--- config.mk ---
export PLATFORM = sky130hd
export DESIGN_NAME = fetch_queue_stage_flat
export DESIGN_NICKNAME = d
export VERILOG_FILES = /design/src/rtl/fetch_queue_stage_if.sv /design/src/rtl/fetch_queue_stage.sv /design/src/flat_wrapper.sv
export SDC_FILE = /design/constraint.sdc
export NUM_CORES = 1
export LEC_CHECK = 0
export BUFFER_PORTS_ARGS = -buffer_cell sky130_fd_sc_hd__buf_2
export CORE_MARGIN = 8
export CORE_UTILIZATION = 40
export DETAILED_ROUTE_END_ITERATION = 16
export PLACE_DENSITY = 0.68
export SYNTH_ARGS = -nofsm -noshare
export SYNTH_HDL_FRONTEND = slang
export SYNTH_SLANG_ARGS = --single-unit
--- constraint.sdc ---
create_clock -name clk -period 2.53 [get_ports clk]
set_clock_uncertainty 0.05 [all_clocks]
set_input_delay 0.253 -clock clk [delete_from_list [all_inputs] [get_ports clk]]
set_output_delay 0.253 -clock clk [all_outputs]
set_load 0.02 [all_outputs]
--- src/rtl/fetch_queue_stage_if.sv ---
// Fetch-stage bundle: instruction-memory handshake, redirect/stall from
// downstream, and the FIFO head presented to decode.
`timescale 1ns/1ps
interface fetch_queue_stage_if #(
    parameter int ISIZE = 16,
    parameter int DSIZE = 16,
    parameter int DEPTH = 4
);
    localparam int CW = $clog2(DEPTH) + 1;

    logic             imem_req;
    logic [ISIZE-1:0] imem_addr;
    logic             imem_ack;
    logic [DSIZE-1:0] imem_rdata;
    logic             redirect;
    logic [ISIZE-1:0] redirect_pc;
    logic             stall;
    logic             inst_valid;
    logic [DSIZE-1:0] inst;
    logic [ISIZE-1:0] inst_pc;
    logic [CW-1:0]    fifo_count;

    modport master (
        output imem_req, imem_addr, inst_valid, inst, inst_pc, fifo_count,
        input  imem_ack, imem_rdata, redirect, redirect_pc, stall
    );

    modport slave (
        input  imem_req, imem_addr, inst_valid, inst, inst_pc, fifo_count,
        output imem_ack, imem_rdata, redirect, redirect_pc, stall
    );
endinterface

--- src/rtl/fetch_queue_stage.sv ---
// Instruction-fetch stage: owns the fetch PC, requests words from imem and
// queues {pc, inst} pairs for decode; redirects flush and restart fetch.
`timescale 1ns/1ps
module fetch_queue_stage #(
    parameter int               ISIZE    = 16,
    parameter int               DSIZE    = 16,
    parameter int               DEPTH    = 4,
    parameter logic [ISIZE-1:0] RESET_PC = '0
) (
    input  logic clk,
    input  logic rst,
    fetch_queue_stage_if.master bus
);
    // state | meaning
    // IDLE  | no request; FIFO full (or just out of reset)
    // REQ   | request at fetch_pc outstanding
    // DROP  | completing an abandoned request at drop_addr; data discarded

    localparam int            PW   = $clog2(DEPTH);
    localparam int            CW   = PW + 1;
    localparam logic [CW-1:0] FULL = CW'(DEPTH);

    typedef enum logic [1:0] {IDLE, REQ, DROP} state_t;

    state_t           state, state_nxt;
    logic [ISIZE-1:0] fetch_pc, fetch_pc_nxt;
    logic [ISIZE-1:0] drop_addr, drop_addr_nxt;
    logic [PW-1:0]    rd_ptr, wr_ptr;
    logic [CW-1:0]    count, count_after;
    logic             push, pop, flush;

    logic [DSIZE-1:0] mem_inst [DEPTH];
    logic [ISIZE-1:0] mem_pc   [DEPTH];

    assign pop         = (count != '0) && !bus.stall && !bus.redirect;
    assign count_after = count + {{(CW-1){1'b0}}, push} - {{(CW-1){1'b0}}, pop};

    always_comb begin
        state_nxt     = state;
        fetch_pc_nxt  = fetch_pc;
        drop_addr_nxt = drop_addr;
        push          = 1'b0;
        flush         = 1'b0;
        unique case (state)
            IDLE: begin
                if (bus.redirect) begin
                    flush        = 1'b1;
                    fetch_pc_nxt = bus.redirect_pc;
                    state_nxt    = REQ;
                end else if (count < FULL) begin
                    state_nxt = REQ;
                end
            end
            REQ: begin
                if (bus.redirect) begin
                    flush        = 1'b1;
                    fetch_pc_nxt = bus.redirect_pc;
                    if (!bus.imem_ack) begin
                        drop_addr_nxt = fetch_pc;
                        state_nxt     = DROP;
                    end
                end else if (bus.imem_ack) begin
                    push         = 1'b1;
                    fetch_pc_nxt = fetch_pc + ISIZE'(1);
                    state_nxt    = (count_after < FULL) ? REQ : IDLE;
                end
            end
            DROP: begin
                // an ack coinciding with a fresh redirect still retires the old request
                if (bus.redirect) begin
                    flush        = 1'b1;
                    fetch_pc_nxt = bus.redirect_pc;
                end
                if (bus.imem_ack) begin
                    state_nxt = REQ;
                end
            end
            default: state_nxt = IDLE;
        endcase
    end

    always_ff @(posedge clk or negedge rst) begin
        if (!rst) begin
            state     <= IDLE;
            fetch_pc  <= RESET_PC;
            drop_addr <= RESET_PC;
            rd_ptr    <= '0;
            wr_ptr    <= '0;
            count     <= '0;
        end else begin
            state     <= state_nxt;
            fetch_pc  <= fetch_pc_nxt;
            drop_addr <= drop_addr_nxt;
            if (flush) begin
                rd_ptr <= '0;
                wr_ptr <= '0;
                count  <= '0;
            end else begin
                if (push) wr_ptr <= wr_ptr + PW'(1);
                if (pop)  rd_ptr <= rd_ptr + PW'(1);
                count <= count_after;
            end
        end
    end

    always_ff @(posedge clk) begin
        if (push) begin
            mem_inst[wr_ptr] <= bus.imem_rdata;
            mem_pc[wr_ptr]   <= fetch_pc;
        end
    end

    assign bus.imem_req   = (state != IDLE);
    assign bus.imem_addr  = (state == DROP) ? drop_addr : fetch_pc;
    assign bus.inst_valid = (count != '0);
    assign bus.inst       = mem_inst[rd_ptr];
    assign bus.inst_pc    = mem_pc[rd_ptr];
    assign bus.fifo_count = count;
endmodule
--- src/flat_wrapper.sv ---
// flat-port wrapper written by rule: the top's interface ports become plain ports
module fetch_queue_stage_flat 
#(
    parameter int               ISIZE    = 16,
    parameter int               DSIZE    = 16,
    parameter int               DEPTH    = 4,
    parameter logic [ISIZE-1:0] RESET_PC = '0
)
  (clk, rst, bus_imem_req, bus_imem_addr, bus_inst_valid, bus_inst, bus_inst_pc, bus_fifo_count, bus_imem_ack, bus_imem_rdata, bus_redirect, bus_redirect_pc, bus_stall);
  fetch_queue_stage_if #(.ISIZE(ISIZE), .DSIZE(DSIZE), .DEPTH(DEPTH)) bus_i ();
  input  logic clk;
  input  logic rst;
  output wire logic [$bits(bus_i.imem_req)-1:0] bus_imem_req;
  output wire logic [$bits(bus_i.imem_addr)-1:0] bus_imem_addr;
  output wire logic [$bits(bus_i.inst_valid)-1:0] bus_inst_valid;
  output wire logic [$bits(bus_i.inst)-1:0] bus_inst;
  output wire logic [$bits(bus_i.inst_pc)-1:0] bus_inst_pc;
  output wire logic [$bits(bus_i.fifo_count)-1:0] bus_fifo_count;
  input wire logic [$bits(bus_i.imem_ack)-1:0] bus_imem_ack;
  input wire logic [$bits(bus_i.imem_rdata)-1:0] bus_imem_rdata;
  input wire logic [$bits(bus_i.redirect)-1:0] bus_redirect;
  input wire logic [$bits(bus_i.redirect_pc)-1:0] bus_redirect_pc;
  input wire logic [$bits(bus_i.stall)-1:0] bus_stall;
  assign bus_imem_req = bus_i.imem_req;
  assign bus_imem_addr = bus_i.imem_addr;
  assign bus_inst_valid = bus_i.inst_valid;
  assign bus_inst = bus_i.inst;
  assign bus_inst_pc = bus_i.inst_pc;
  assign bus_fifo_count = bus_i.fifo_count;
  assign bus_i.imem_ack = bus_imem_ack;
  assign bus_i.imem_rdata = bus_imem_rdata;
  assign bus_i.redirect = bus_redirect;
  assign bus_i.redirect_pc = bus_redirect_pc;
  assign bus_i.stall = bus_stall;
  fetch_queue_stage #(.ISIZE(ISIZE), .DSIZE(DSIZE), .DEPTH(DEPTH), .RESET_PC(RESET_PC)) u_core (.clk(clk), .rst(rst), .bus(bus_i));
endmodule
---- After elaboration in Yosys (flattened, before gate mapping) ----
Memory sizes are Yosys's and may differ from the RTL's.
Index checks and enable logic that the tools add are counted.
cells by class
  add/sub/neg operators ................... 5
  order comparisons ....................... 2
  equality and inequality tests ........... 7
  mux-type cells .......................... 25
  bitwise logic cells ..................... 1
  reduce and logical (&&, ||, !) cells .... 15
operators with widths
  operator               number
  $mux 16                4
  $pmux 16 s2            1
  $mux 2                 10
  $add 16x1->16 const B  1
  $mux 1                 8
  $reduce_bool 2->1      4
  $lt 3x3->1 const B     2
  $ne 3x3->1 const B     2
  $pmux 2 s3             1
  $reduce_and 3->1       2
  $add 2x1->2 const B    2
  $reduce_and 4->1       1
  $add 3x1->3            1
  $mux 3                 1
  $ne 3x2->1 const B     1
  $reduce_bool 3->1      1
  $reduce_or 3->1        1
  $sub 3x1->3            1
  $eq 2x1->1 const B     1
  $eq 2x2->1 const B     1
  $logic_and 1x1->1      2
  $logic_not 1->1        2
  $logic_not 2->1        1
  $ne 2x1->1 const B     1
  other kinds (3)        3
storage, ports and cells
  register bits ........................... 41
  memory bits (writable) .................. 128
  output and inout port bits .............. 53
  word-level logic and storage cells ...... 63
  memories ................................ 2
memory list
  name             depth  bits a word  rd ports  clocked after memory_dff  wr ports  RTL line                 RTL
  u_core.mem_inst  4      16           1         0                         1         fetch_queue_stage.sv:32  logic [DSIZE-1:0] mem_inst [DEPTH];
  u_core.mem_pc    4      16           1         0                         1         fetch_queue_stage.sv:33  logic [ISIZE-1:0] mem_pc [DEPTH];

---- Logic depth before layout (Yosys ltp) ----
  depth in word-level cells ............... 10
  depth in mapped cells ................... 11

---- Worst setup path before layout ----
Ideal clock, no wire load.
  path type ............................... reg-to-reg
  start point ............................. register u_core.count[1] (netlist: u_core.bus.fifo_count[1])
  end point ............................... register u_core.state[0]
  setup time .............................. 86 ps
  arrival ................................. 2560 ps
  required time ........................... 2394 ps
  setup slack ............................. -166 ps
  stages on the path, launching flop included .. 11
  cell sequence ........................... dfrtp_1 -> or3_1 -> and2_1 -> ha_1 -> inv_1 -> ha_1 -> fa_1 -> xnor2_1 -> xnor2_1 -> nor3_1 -> nor3_1
between the ends
  cells in the longest elaborated chain, start to end .. 9
  elaborated cells on any way between the ends .. 13
  classes of those cells .................. add/sub (2); order compare (2); eq/ne (1); mux (4); reduce/logical (4)
ends and longest elaborated chain
  what                            RTL line                  RTL
  start, declared                 fetch_queue_stage.sv:29   logic [CW-1:0] count, count_after;
  start signal, assigned          fetch_queue_stage.sv:101  count <= count_after;
  $reduce_bool 3->1               -
  via bus_inst_valid              flat_wrapper.sv:15        output wire logic [$bits(bus_i.inst_valid)-1:0] bus_inst_valid;
  $logic_and 1x1->1 (2 in a row)  fetch_queue_stage.sv:35   assign pop = (count != '0) && !bus.stall && !bus.redirect;
  $sub 3x1->3                     fetch_queue_stage.sv:36   assign count_after = count + {{(CW-1){1'b0}}, push} - {{(CW-1){1'b0}}, pop};
  $lt 3x3->1                      fetch_queue_stage.sv:65   state_nxt = (count_after < FULL) ? REQ : IDLE;
  $mux 1                          fetch_queue_stage.sv:65
  $mux 2                          fetch_queue_stage.sv:62   end else if (bus.imem_ack) begin
  $mux 2                          fetch_queue_stage.sv:55   if (bus.redirect) begin
  $pmux 2 s3                      fetch_queue_stage.sv:44   unique case (state)
  end signal, assigned            fetch_queue_stage.sv:91   state <= state_nxt;
  end, declared                   fetch_queue_stage.sv:25   state_t state, state_nxt;
The timed path passes the listed nets, and every way through them passes these cells. The select of a mux whose other input is x is not followed.
A chain may end at the register's enable or synchronous reset.

---- Worst setup path after layout ----
  start point ............................. register u_core.count[1] (netlist: u_core.bus.fifo_count[1])
  end point ............................... register u_core.state[0]
between the ends
  cells in the longest elaborated chain, start to end .. 9
  elaborated cells on any way between the ends .. 13
  classes of those cells .................. add/sub (2); order compare (2); eq/ne (1); mux (4); reduce/logical (4)
ends and longest elaborated chain
  what
  branches (longest 9 deep; another with $add 3x1->3)
Several ways; the timed one is not identified. The select of a mux whose other input is x is not followed.

==> summary by stage <==
Global route
The initial antenna violation count was 0. For this run, the total global-route usage over all layers was measured as 0.139. Entering global routing, the biggest net connects 42 pins. The via count of the first global-routing pass was 4423. The wire length of the first global-routing pass is between 20 and 25 mm. The overflow left after global routing is 0.

Yosys
The largest area contributor in the netlist is sky130_fd_sc_hd__edfxtp_1. The number of nets handed over by synthesis was 450. Yosys printed 0 warnings. The number of different library cells used by synthesis comes to a little over 50.

The number of instances in the synthesized netlist is a little over 400. The sequential share of the synthesized area is 0.693. By instance count, the leading cell after synthesis is sky130_fd_sc_hd__edfxtp_1. The most used flip-flop cell after synthesis is sky130_fd_sc_hd__edfxtp_1.

For this run, asynchronously set or reset flops after synthesis account for 0.243. The share of synthesized area in the top cell type comes to 0.547. After synthesis the netlist holds a flip-flop and latch count of about 170. The synthesized netlist occupies a cell area of approximately 7000 µm². By area the synthesized netlist is led by sky130_fd_sc_hd__edfxtp_1 55%, sky130_fd_sc_hd__dfrtp_1 15%, sky130_fd_sc_hd__mux4_2 10%. The synthesized design contains ~130 enable-type register cells. Counting instances in the post-synthesis netlist gives the leading cell types as 128 x sky130_fd_sc_hd__edfxtp_1, 41 x sky130_fd_sc_hd__dfrtp_1, 32 x sky130_fd_sc_hd__mux4_2. The average size of a mapped cell is between 15 and 20 µm².

Critical path
The class of the most critical setup path is register to register. In this run the worst path has a maximum fanout of 2. The slowest stage of the critical path is the sky130_fd_sc_hd__dfrtp_2 cell. The worst path arrival time is ~2.8 ns. The delay of the slowest critical-path stage is around 0.42 ns.

Walking the worst path, the cells encountered are or3_4 > and2_4 > ha_4 > inv_2 > ha_4 > fa_2 > xnor2_2 > xnor2_1 > nor3_1 > nor3_1. The nature of the critical path endpoint is a register. The setup slack on the worst flop-to-flop path is -0.01 ns. The number of cells traversed by the worst register-to-register path is 10. STA classifies the critical path startpoint as a register. The worst register-to-register path begins at u_core.bus.fifo_count[1]. The required time at the endpoint of the critical path is 2.82 ns. The endpoint identified for the worst register-to-register timing path is u_core.state[0].

Clock network
The root buffer selected by CTS is sky130_fd_sc_hd__clkbuf_16. The clock edge transition at the registers on the reported setup and hold paths is around 0.060 ns. Buffers inserted during clock tree synthesis total 17.

The clock reaches the later pin of the worst-skew pair after 0.43 ns. The clock sink count is about 170. The buffer depth of the longest clock path is 2. TritonCTS built the clock tree. In this run the number of H-tree levels came out at 4.

Power
The worst supply voltage drop on vdd is ~0.61 mV. Total power for the finished layout comes to 9.26 mW. The net switching component of the power is around 3 mW. The share of total power dissipated in sequential elements is 0.449.

The share of total power dissipated in the clock network is 0.270. The share of power burned in combinational logic is 0.281. The leakage power total is approximately 3.1 nW. The cell internal power dissipation is roughly 6.3 mW. For this design the ratio of total power to cell area is between 1000 and 1500 nW/µm². Of the total power, the share spent switching nets is 0.325.

Flow run
Across the run, the number of max-cap violations was 0.

Hold path
The class of the most critical hold timing path is primary input to register. The worst hold path terminates at u_core.fetch_pc[14]. In this run the most critical hold path is launched from bus_redirect_pc[14]. The cell count of the worst hold path is 3.

Timing
Based on the critical path, the design can be clocked at up to approximately 390 MHz. Subtracting the final worst setup slack from the clock period gives between 2 and 3 ns. The slew at the pin closest to its max-slew limit is 0.959 ns.

Across all setup checks in the final design, the least slack found is -0.0122 ns. The final setup violation count is 1. The worst slew margin relative to its limit is 0.361. The hold violation total from the final report is 0. In the finished design, the share of the clock period the worst path needs comes to 1.00.

Setup repair after global routing could not meet its margin everywhere. The number of max-slew violations in the final report was 0.

Route
The average via count per standard cell is about 5.2. The routed design has between 10 and 15 mm of wire. After detailed routing, the number of remaining DRC violations is 0.

The number of DRC markers after the initial detailed-route iteration is a little under 200. The routed via count is around 4k. The pre-antenna-repair detailed-routing pass consisted of 4 iterations. The count of antenna-violating nets left after detailed routing is 0. In the final routed layout, each cell accounts on average for about 19 µm.

Layout
For this run, the share of the core covered by cells in the final layout is 0.499. The share of cells above drive strength 1 is 0.417. Summing all non-filler instances in the final layout gives an area of between 8000 and 9000 µm².

The filler cell count in the final layout is about 1.4k. The repair_antennas step left the layout with diodes totalling 0. The number of nets in the layout is between 500 and 600. The signed area change from the synthesized netlist to the final layout is 22.4%.

Floorplan
The area of the die is approximately 22000 µm². The I/O pin count is 90. The area of the core is 17200 µm².

The floorplan step set the die height to 149 µm. The floorplan has 48 rows. The initial core utilization is 0.408. The die outline width is ~150 µm.

Placed design
The placer congestion estimate is between 0.7 and 0.8. The number of buffers inserted by port buffering is between 80 and 90. Detailed placement ended at an HPWL of approximately 9.4 mm. The cell area after placement is between 7000 and 8000 µm².

Run status
The final reports fail on negative setup slack. The run finished, with violations left.
## worst max-delay path by stage
| stage | from | end | slack [ns] | cells past startpoint |
|---|---|---|---|---|
| 3_3_place_gp | u_core.bus.fifo_count[0] | u_core.state[0] | 0.08 | 10 |
| 5_1_grt | u_core.bus.fifo_count[1] | u_core.state[0] | -0.13 | 10 |
| 3_5_place_dp | u_core.bus.fifo_count[0] | u_core.state[0] | 0.03 | 10 |
| 2_1_floorplan | u_core.bus.fifo_count[0] | u_core.state[0] | 0.004 | 10 |
| 4_1_cts | u_core.bus.fifo_count[0] | u_core.state[0] | 0.03 | 10 |
| 6_report | u_core.bus.fifo_count[1] | u_core.state[0] | -0.01 | 10 |
## layout by cell type (no fill, tap or decap), types with 9 or more instances in the layout
cell type	netlist	final
sky130_fd_sc_hd__mux2_2	23	23
sky130_fd_sc_hd__nand2_1	15	15
sky130_fd_sc_hd__dfrtp_1	41	38
sky130_fd_sc_hd__edfxtp_1	128	128
sky130_fd_sc_hd__nor2_1	13	13
sky130_fd_sc_hd__buf_4	1	17
sky130_fd_sc_hd__a21oi_1	21	21
sky130_fd_sc_hd__mux2_4	9	9
sky130_fd_sc_hd__clkbuf_16	0	17
sky130_fd_sc_hd__o21ai_0	9	9
sky130_fd_sc_hd__dlygate4sd3_1	0	18
sky130_fd_sc_hd__buf_2	15	89
sky130_fd_sc_hd__mux4_2	32	32
## flip-flops by register name, summed over array words and instances (netlist names)
signal                 count
u_core.mem_pc             64
u_core.drop_addr          16
u_core.bus.fifo_count      3
u_core.rd_ptr              2
u_core.wr_ptr              2
u_core.state               2
u_core.fetch_pc           16
u_core.mem_inst           64
## area by class of cell
class                           count  area [µm²]  share of cell area
Inverter                            8        30.0             0.00349
Clock buffer                       17         425              0.0494
Timing Repair Buffer              126         793              0.0922
Clock inverter                     15         151              0.0176
Sequential cell                   169        4870               0.566
Multi-Input combinational cell    205        2050               0.238
Tap cell                          225         282              0.0327
## layer usage
metal  up-vias  track usage  routed length [µm]
met1      2006        0.168                6210
met3        11       0.0471                 922
li1       1846            -                   -
met4         0       0.0576                 144
met5         -            0                   0
met2       134        0.222                7310
## power by group through the flow
| stage | sequential (mW) | clock, mW | combinational (mW) |
|---|---|---|---|
| finish | 4.15 | 2.50 | 2.60 |
| global route | 4.21 | 2.67 | 2.85 |
| CTS | 4.13 | 2.57 | 2.62 |
| detailed placement | 4.19 | 0 | 2.57 |
| global placement | 4.13 | 0 | 2.53 |
| floorplan | 3.96 | 0 | 1.91 |
## kinds of logic (layout without fill, tap and decap cells)
| logic type | Yosys count | after routing | synth area share |
|---|---|---|---|
| AOI/OAI and AO/OA | 53 | 53 | 0.0468 |
| and+or+nand+nor | 75 | 75 | 0.0579 |
| xor gates and xnor gates | 4 | 4 | 0.00499 |
| muxes | 65 | 65 | 0.160 |
| buffers and inverters | 31 | 166 | 0.0221 |
| DFF | 169 | 169 | 0.693 |
| adders and majority gates | 8 | 8 | 0.0153 |
## worst max-delay path: cells and delay by family, from the launching register on
kind / cells / cell delay (ns)
and+or+nand+nor: 4 / 0.80
buffers and inverters: 1 / 0.04
DFF: 1 / 0.42
xor gates and xnor gates: 2 / 0.35
adders and majority gates: 3 / 0.80
## through the flow
stage / cells / TNS, ns / hold slack [ns] / worst slack (ns)
after floorplan: 405 / 0 / -0.0926 / 0.00448
after global placement: 712 / 0 / 0.390 / 0.0773
after detailed placement: 712 / 0 / 0.398 / 0.0277
after CTS: 762 / 0 / 0.0323 / 0.0345
after global routing: 765 / -0.133 / 0.0454 / -0.133
final: 765 / -0.0122 / 0.0652 / -0.0122
## timing repair
action / CTS / global route
buffers inserted: 0 / 3
endpoints found under the setup margin: 1 / 1
gates resized for setup: 1 / 4
pin swaps: 2 / 7
hold buffers: 18 / 0
hold endpoints to repair: 106 / 0
Note: power is estimated with default switching activity, not from simulation.
